**src/rtl/jtbubl_sndcomm_pkg.sv**
```systemverilog
// Register offsets and status bit positions shared by the sound mailbox.
package jtbubl_sndcomm_pkg;
   localparam logic [1:0] ADDR_DATA   = 2'd0;
   localparam logic [1:0] ADDR_STAT   = 2'd1;
   localparam logic [1:0] ADDR_NMIEN  = 2'd2;
   localparam logic [1:0] ADDR_NMIDIS = 2'd3;
   localparam logic [1:0] ADDR_SRST   = 2'd3;

   localparam int ST_CMD   = 0;
   localparam int ST_REPLY = 1;
   localparam int ST_OVF   = 2;
endpackage

```
**src/rtl/jtbubl_sndcomm_edge.sv**
```systemverilog
// Rising-edge detector for a level chip-select; one pulse per assertion.
// Output is combinational from cs and the registered previous level.
module jtbubl_sndcomm_edge (
   input  logic clk24,
   input  logic rst,
   input  logic din,
   output logic rise
);
   logic last;

   always_ff @(posedge clk24) begin
      if (rst) last <= 1'b0;
      else     last <= din;
   end

   assign rise = din & ~last;
endmodule

```
**src/rtl/jtbubl_sndcomm.sv**
```systemverilog
// Main/sound Z80 mailbox: command latch, optional reply latch (JTBUBL_SNDREPLY_EN), NMI and sound reset.
// Registers update on the cs rising-edge cycle; snd_nmi_n follows one cycle later. No backpressure.
module jtbubl_sndcomm
   import jtbubl_sndcomm_pkg::*;
(
   input  logic       clk24,
   input  logic       rst,
   input  logic       main_cs,
   input  logic       main_rnw,
   input  logic [1:0] main_addr,
   input  logic [7:0] main_dout,
   output logic [7:0] main_din,
   input  logic       snd_cs,
   input  logic       snd_rnw,
   input  logic [1:0] snd_addr,
   input  logic [7:0] snd_dout,
   output logic [7:0] snd_din,
   output logic       snd_nmi_n,
   output logic       snd_rst
);
   logic       main_rise, snd_rise, snd_ev;
   logic       m_wr_data, m_rd_data, m_rd_stat, m_wr_srst;
   logic       s_rd_data, s_wr_nmien, s_wr_nmidis;
   logic [7:0] cmd_latch;
   logic       cmd_pend, ovf, nmi_en, snd_rst_r;
   logic       reply_pend;
   logic [7:0] main_stat, snd_stat;

   jtbubl_sndcomm_edge u_main_edge (
      .clk24 ( clk24     ),
      .rst   ( rst       ),
      .din   ( main_cs   ),
      .rise  ( main_rise )
   );

   jtbubl_sndcomm_edge u_snd_edge (
      .clk24 ( clk24    ),
      .rst   ( rst      ),
      .din   ( snd_cs   ),
      .rise  ( snd_rise )
   );

   // The sound CPU is held in reset, so its bus activity is meaningless.
   assign snd_ev      = snd_rise & ~snd_rst_r;

   assign m_wr_data   = main_rise & ~main_rnw & (main_addr == ADDR_DATA);
   assign m_rd_data   = main_rise &  main_rnw & (main_addr == ADDR_DATA);
   assign m_rd_stat   = main_rise &  main_rnw & (main_addr == ADDR_STAT);
   assign m_wr_srst   = main_rise & ~main_rnw & (main_addr == ADDR_SRST);
   assign s_rd_data   = snd_ev &  snd_rnw & (snd_addr == ADDR_DATA);
   assign s_wr_nmien  = snd_ev & ~snd_rnw & (snd_addr == ADDR_NMIEN);
   assign s_wr_nmidis = snd_ev & ~snd_rnw & (snd_addr == ADDR_NMIDIS);

   assign snd_rst = snd_rst_r;

   always_ff @(posedge clk24) begin
      if (rst) begin
         cmd_latch <= 8'h00;
         cmd_pend  <= 1'b0;
         ovf       <= 1'b0;
         nmi_en    <= 1'b0;
         snd_rst_r <= 1'b0;
         snd_nmi_n <= 1'b1;
      end else begin
         snd_nmi_n <= ~(cmd_pend & nmi_en);
         // A write racing a sound read wins and is not an overflow.
         if (m_wr_data) begin
            cmd_latch <= main_dout;
            cmd_pend  <= 1'b1;
            if (cmd_pend && !s_rd_data) ovf <= 1'b1;
         end else if (s_rd_data) begin
            cmd_pend  <= 1'b0;
         end
         if (m_rd_stat) ovf       <= 1'b0;
         if (m_wr_srst) snd_rst_r <= main_dout[0];
         if (snd_rst_r)        nmi_en <= 1'b0;
         else if (s_wr_nmien)  nmi_en <= 1'b1;
         else if (s_wr_nmidis) nmi_en <= 1'b0;
      end
   end

`ifdef JTBUBL_SNDREPLY_EN
   logic [7:0] reply_latch;
   logic       s_wr_data;

   assign s_wr_data = snd_ev & ~snd_rnw & (snd_addr == ADDR_DATA);

   always_ff @(posedge clk24) begin
      if (rst || snd_rst_r) begin
         reply_latch <= 8'h00;
         reply_pend  <= 1'b0;
      end else if (s_wr_data) begin
         reply_latch <= snd_dout;
         reply_pend  <= 1'b1;
      end else if (m_rd_data) begin
         reply_pend  <= 1'b0;
      end
   end
`else
   logic unused_reply;
   assign unused_reply = ^{snd_dout, m_rd_data};
   assign reply_pend   = 1'b0;
`endif

   always_comb begin
      main_stat           = 8'h00;
      main_stat[ST_CMD]   = cmd_pend;
      main_stat[ST_REPLY] = reply_pend;
      main_stat[ST_OVF]   = ovf;
      snd_stat            = 8'h00;
      snd_stat[ST_CMD]    = cmd_pend;
      snd_stat[ST_REPLY]  = reply_pend;
   end

   always_comb begin
      main_din = 8'hFF;
      if (main_cs && main_rnw) begin
`ifdef JTBUBL_SNDREPLY_EN
         if (main_addr == ADDR_DATA) main_din = reply_latch;
`endif
         if (main_addr == ADDR_STAT) main_din = main_stat;
      end
   end

   always_comb begin
      snd_din = 8'hFF;
      if (snd_cs && snd_rnw) begin
         if (snd_addr == ADDR_DATA) snd_din = cmd_latch;
         if (snd_addr == ADDR_STAT) snd_din = snd_stat;
      end
   end
endmodule

```
**config.mk**
```make
export PLATFORM = sky130hd
export DESIGN_NAME = jtbubl_sndcomm
export DESIGN_NICKNAME = d
export VERILOG_FILES = /design/src/rtl/jtbubl_sndcomm_pkg.sv /design/src/rtl/jtbubl_sndcomm_edge.sv /design/src/rtl/jtbubl_sndcomm.sv
export SDC_FILE = /design/constraint.sdc
export NUM_CORES = 1
export LEC_CHECK = 0
export CORE_MARGIN = 2
export CORE_UTILIZATION = 37
export DETAILED_ROUTE_END_ITERATION = 8
export PLACE_DENSITY = 0.77
export REMOVE_ABC_BUFFERS = 1
export SYNTH_ARGS = -nofsm -noshare
export SYNTH_HDL_FRONTEND = slang
export SYNTH_SLANG_ARGS = --single-unit
```
**constraint.sdc**
```tcl
create_clock -name clk24 -period 1.5 [get_ports clk24]
set_input_delay 0.15 -clock clk24 [delete_from_list [all_inputs] [get_ports clk24]]
set_output_delay 0.15 -clock clk24 [all_outputs]
set_load 0.1 [all_outputs]
```
==> impl_metrics.csv, run 1 <==
group,metric,value,unit
clocking,cts_buffers,3,
critical_path,cp.arrival,1280,ps
logic_synthesis,netlist_area,769.5,µm²
logic_synthesis,synth.avg_cell_area,8.364,µm²
final_layout,layout_common_cells,"18 x buf_12, 16 x buf_4, 15 x dfxtp_1",
global_routing,antenna_found_initial,0,
global_routing,grt_start_max_net_pins,11,
floorplan,die_area,2461,µm²
critical_path,critPathKind,"in2out",
sta,finalCritPeriodShare,95.43,%
power_and_ir_drop,p_per_area,678.1,nW/µm²
global_routing,overflow,0,
floorplan,ios,44,
drt,drt_first_pass_iters,4,
clocking,insertion_delay,290,ps
final_layout,finish.instance_area,1444,µm²
drt,top_layer,"met4",
floorplan,die_w,49.61,µm
clocking,h-tree-depth,1,
floorplan,core_area,1962,µm²
final_layout,nets,165,
logic_synthesis,yosysWarningCount,0,
hold_path,holdPathStages,2,
sta,hold_violations,0,
drt,viasPerCell,4.970,
place,place_area,1395,µm²
hold_path,min_path_type,"in2reg",
drt,wl_met3,128,µm
sta,max_slew_margin,77.40,%
logic_synthesis,ys_seq_area_share,39.02,%
sta,finalWorstSetupSlack,68.53,ps
critical_path,r2r-end,"cmd_latch[4]",
critical_path,r2r_start,"u_main_edge.last",
drt,drt_iter0_drc,11,
drt,finalWirelength,2175,µm
drt,antenna_left,0,
power_and_ir_drop,p_leak,0.5939,nW
drt,met1_length,883,µm
power_and_ir_drop,ir_drop,0.4579,mV
critical_path,cp-start-kind,"primary input",
hold_path,hold_end,"nmi_en",
final_layout,drive_gt1_share,36.23,%
critical_path,worst-r2r-cell-count,3,
final_layout,mostFrequentLayoutCell,"buf_12",
critical_path,endpoint_kind,"output pin",
floorplan,die_h,49.61,µm
final_layout,fillers,147,
global_routing,grt_util_all_layers,19.57,%
global_routing,grt_pass1_vias,837,
sta,fin_crit,1431,ps
clocking,cts_tree,"yes",
place,dp_slack,-64.83,ps
sta,rsz0062_at_grt,"false",
drt,vias,820,
drt,drcViolationCount,0,
place,gp_congestion,0.7738,
drt,wire_per_inst,13.18,µm
floorplan,start_util,39.22,%
logic_synthesis,ys_seq_elements,15,
final_layout,num_antenna_cells,0,
flow_run,maxCapViolCount,0,
sta,max_freq,0.6986,GHz
place,io_buffers,35,
global_routing,grt_pass1_wl,3657,µm
final_layout,area_growth,87.64,%
sta,tightest_slew,335.5,ps
sta,maxSlewViolCount,0,
floorplan,num_rows,16,
place,place_hpwl,1691,µm
clocking,cts_root_buf,"clkbuf_4",
clocking,cts_buffer_depth,2,
sta,setup_viol,0,
clocking,clk_pin_slew,90,ps
clocking,cts_sinks,15,
logic_synthesis,ys_types,29,
critical_path,crit_required,1350,ps
hold_path,worst_hold_startpoint,"snd_addr[0]",
critical_path,ff2ff_setup_slack,270,ps
outcome,status,"finished, final reports clean",
drt,dr_wl_met2,1122,µm
sta,finClkSkew,6.415,ps
logic_synthesis,netlist_instances,92,
critical_path,path_max_fanout,5,
==> cells in the mapped netlist <==
library cell  number  share of area (%)
or3_4              1                1.5
o21ai_1            8                5.2
nand2b_1           1               0.81
and4bb_2           1                1.6
a211oi_1           1               0.98
nor3b_2            1                1.6
a21bo_2            1                1.3
dfxtp_1           15                 39
nand4b_1           1                1.1
a2111oi_1          1                1.3
nand3b_1           1               0.98
nor2b_1            2                1.6
nand3_1            9                5.9
buf_2              2                1.3
buf_4              5                4.9
or3b_1             1                1.1
clkbuf_1           2               0.98
a31o_2             1                1.1
a21oi_1           11                7.2
inv_1              8                3.9
nand2_1            3                1.5
or2_2              2                1.6
mux2i_1            1                1.3
nor2_1             2               0.98
nor2_2             1               0.81
buf_6              1                1.5
and4bb_1           1                1.6
o21ai_0            7                4.6
o31ai_4            1                2.8
==> logic make-up after synthesis <==
| logic type | Yosys count | share of synthesized area, % |
|---|---|---|
| AO/OA/AOI/OAI | 31 | 24.39 |
| AND/OR/NAND/NOR | 27 | 22.76 |
| flip-flops | 15 | 39.02 |
| buffers and inverters | 18 | 12.52 |
| multiplexers | 1 | 1.301 |
==> worst max-delay path: stages <==
cell and delay, ps:
clkdlybuf4s50_1 520, nand4b_1 170, or2_4 270, buf_12 160
==> power by group <==
group / internal [W] / switching [W]
Clock: 0.0000994 / 0.000139
Sequential: 0.000407 / 0.00000681
Combinational: 0.000142 / 0.000185
Total: 0.000649 / 0.000330
==> what timing repair did <==
| item | 4_1_cts | 5_1_grt |
|---|---|---|
| cloned | 0 | 0 |
| setup buffers | 0 | 0 |
| endpoints found under the setup margin | 3 | 8 |
| pin swaps | 0 | 1 |
| hold buffers | 0 | 0 |
| gates resized for setup | 1 | 7 |
==> worst max-delay path by stage <==
stage | start | endpoint | slack (ps) | depth (start not counted)
2_1_floorplan | main_addr[1] | main_din[0] | -6890 | 2
4_1_cts | snd_cs | snd_din[3] | -6 | 7
6_report | main_cs | main_din[0] | 70 | 4
5_1_grt | main_cs | main_din[0] | 40 | 4
3_5_place_dp | main_cs | cmd_latch[4] | -60 | 4
3_3_place_gp | main_cs | cmd_latch[4] | -20 | 4
==> registers in the layout (all words and copies together) (netlist names) <==
register	count
cmd_latch	8
cmd_pend	1
nmi_en	1
ovf	1
snd_nmi_n	1
snd_rst	1
u_main_edge.last	1
u_snd_edge.last	1
==> per-layer routing <==
| metal | up-vias | global-route usage [%] |
|---|---|---|
| li1 | 410 | - |
| met1 | 376 | 20.90 |
| met2 | 30 | 35.11 |
| met3 | 4 | 4.848 |
| met4 | 0 | 10.19 |
| met5 | - | 0 |
==> through the flow <==
step	setup TNS, ps	cells	util (%)	power, W	hold slack [ps]
floorplan	-45270	82	-	0.0005770	219.1
global placement	-115.8	161	71.11	0.0007424	389.7
detailed placement	-434.1	161	71.11	0.0007477	399.5
CTS	-11.17	165	72.64	0.0009813	415.8
global route	0	165	73.60	0.001013	241.0
finish	0	165	73.60	0.0009791	233.2
==> final cells by class <==
cell class / count / area, µm² / share of cell area (%)
Tap cell: 27 / 33.78 / 2.340
Timing Repair Buffer: 52 / 671.9 / 46.53
Multi-Input combinational cell: 59 / 380.4 / 26.34
Sequential cell: 15 / 300.3 / 20.80
Inverter: 8 / 30.03 / 2.080
Clock buffer: 3 / 22.52 / 1.560
Clock inverter: 1 / 5.005 / 0.3466
(Power assumes the default switching activity.)
==> inputs of run 2 (changes only) <==
- MAX_ROUTING_LAYER: not set -> met4
==> run 2 against run 1 <==
Count of clock-buffer cells in the layout unchanged. Global-route usage rose by 0.54 points. First-iteration DRC count decreased by 18%. Non-clock buffer count is the same. Maximum frequency about the same. Critical path type unchanged. Largest cell class unchanged. Highest routed layer unchanged.
==> impl_metrics.csv, run 2 (synthesis results as in run 1) <==
group,metric,value,unit
final_layout,layout_common_cells,"18 x buf_12, 16 x buf_4, 15 x dfxtp_1",
clocking,cts_buffer_depth,2,
sta,tightest_slew,335.4,ps
drt,finalWirelength,2168,µm
critical_path,path_max_fanout,5,
global_routing,grt_pass1_wl,3663,µm
clocking,clk_pin_slew,90,ps
final_layout,final_cells,165,
sta,hold_slack,228.3,ps
place,place_inst,161,
sta,rsz0062_at_grt,"false",
final_layout,top_register,"cmd_latch",
clocking,cts_sinks,15,
clocking,cts_root_buf,"clkbuf_4",
clocking,insertion_delay,290,ps
floorplan,start_util,39.22,%
power_and_ir_drop,p_leak,0.5939,nW
sta,max_slew_margin,77.40,%
floorplan,die_w,49.61,µm
final_layout,nets,165,
drt,drt_iter0_drc,9,
sta,maxSlewViolCount,0,
clocking,h-tree-depth,1,
sta,hold_violations,0,
clocking,cts_buffers,3,
critical_path,cp.arrival,1280,ps
sta,finalCritPeriodShare,95.37,%
final_layout,area_growth,87.64,%
sta,setup_viol,0,
power_and_ir_drop,p_per_area,676.6,nW/µm²
drt,drt_first_pass_iters,4,
drt,vias,826,
global_routing,antenna_found_initial,0,
global_routing,overflow,0,
critical_path,cp-start-kind,"primary input",
hold_path,min_path_type,"in2reg",
place,gp_congestion,0.7842,
drt,drcViolationCount,0,
final_layout,mostFrequentLayoutCell,"buf_12",
final_layout,fin_util,73.60,%
sta,fin_crit,1431,ps
global_routing,grt_util_all_layers,20.10,%
sta,max_freq,0.6990,GHz
sta,finClkSkew,4.805,ps
final_layout,largest_reg_flops,8,
place,io_buffers,35,
floorplan,num_rows,16,
critical_path,critPathKind,"in2out",
critical_path,endpoint_kind,"output pin",
critical_path,crit_required,1350,ps
floorplan,core_area,1962,µm²
floorplan,die_h,49.61,µm
power_and_ir_drop,ir_drop,0.4589,mV
floorplan,die_area,2461,µm²
global_routing,grt_pass1_vias,839,
final_layout,drive_gt1_share,36.23,%
place,place_hpwl,1691,µm
outcome,status,"finished, final reports clean",
clocking,cts_tree,"yes",
flow_run,maxCapViolCount,0,
sta,finalSetupTns,0,ps
drt,viasPerCell,5.006,
floorplan,ios,44,
drt,antenna_left,0,
final_layout,num_antenna_cells,0,
drt,wire_per_inst,13.14,µm
global_routing,grt_start_max_net_pins,11,
-- run 2: stage by stage --
step	total power, W	cell area [µm²]	setup WS (ps)
2_1_floorplan	0.0005770	703.2	-6895
3_3_place_gp	0.0007424	1395	-17.05
3_5_place_dp	0.0007477	1395	-64.83
4_1_cts	0.0009813	1425	-5.789
5_1_grt	0.001013	1444	35.73
6_report	0.0009770	1444	69.38
-- run 2: path summary, 6_finish.rpt --
check	start	end	slack (ps)	cells after the start
setup / recovery	main_cs	main_din[0]	70	4
hold / removal	snd_addr[0]	nmi_en	230	2
setup reg to reg	snd_rst	ovf	270	3
hold reg to reg	nmi_en	snd_nmi_n	420	1
-- run 2: worst max-delay path, cell delays in order --
cell and delay (ps):
clkdlybuf4s50_1 520, nand4b_1 170, or2_4 270, buf_12 160
-- run 2: area by class of cell --
class,instances,area [µm²]
Timing Repair Buffer,52,671.9
Fill cell,147,518.0
Multi-Input combinational cell,59,380.4
Sequential cell,15,300.3
Tap cell,27,33.78
Inverter,8,30.03
Clock buffer,3,22.52
Clock inverter,1,5.005
-- run 2: what timing repair did --
action                                  4_1_cts  5_1_grt
gates resized for setup                       1        7
endpoints found under the setup margin        3        8
endpoints found under the hold margin         0        0
hold buffers                                  0        0
pin swaps                                     0        1
setup buffers                                 0        0
-- run 2: report_power, final --
| group | internal [W] | switching [W] |
|---|---|---|
| combinational | 0.000142 | 0.000185 |
| sequential | 0.000407 | 0.00000674 |
| clock | 0.0000993 | 0.000137 |
-- run 2: metal layers --
| metal | routed length [µm] | vias to the layer above | track usage (%) |
|---|---|---|---|
| met2 | 1116 | 35 | 35.11 |
| met5 | 0 | - | - |
| li1 | - | 411 | - |
| met4 | 42 | 0 | 10.19 |
| met1 | 857 | 376 | 20.90 |
| met3 | 152 | 4 | 4.848 |
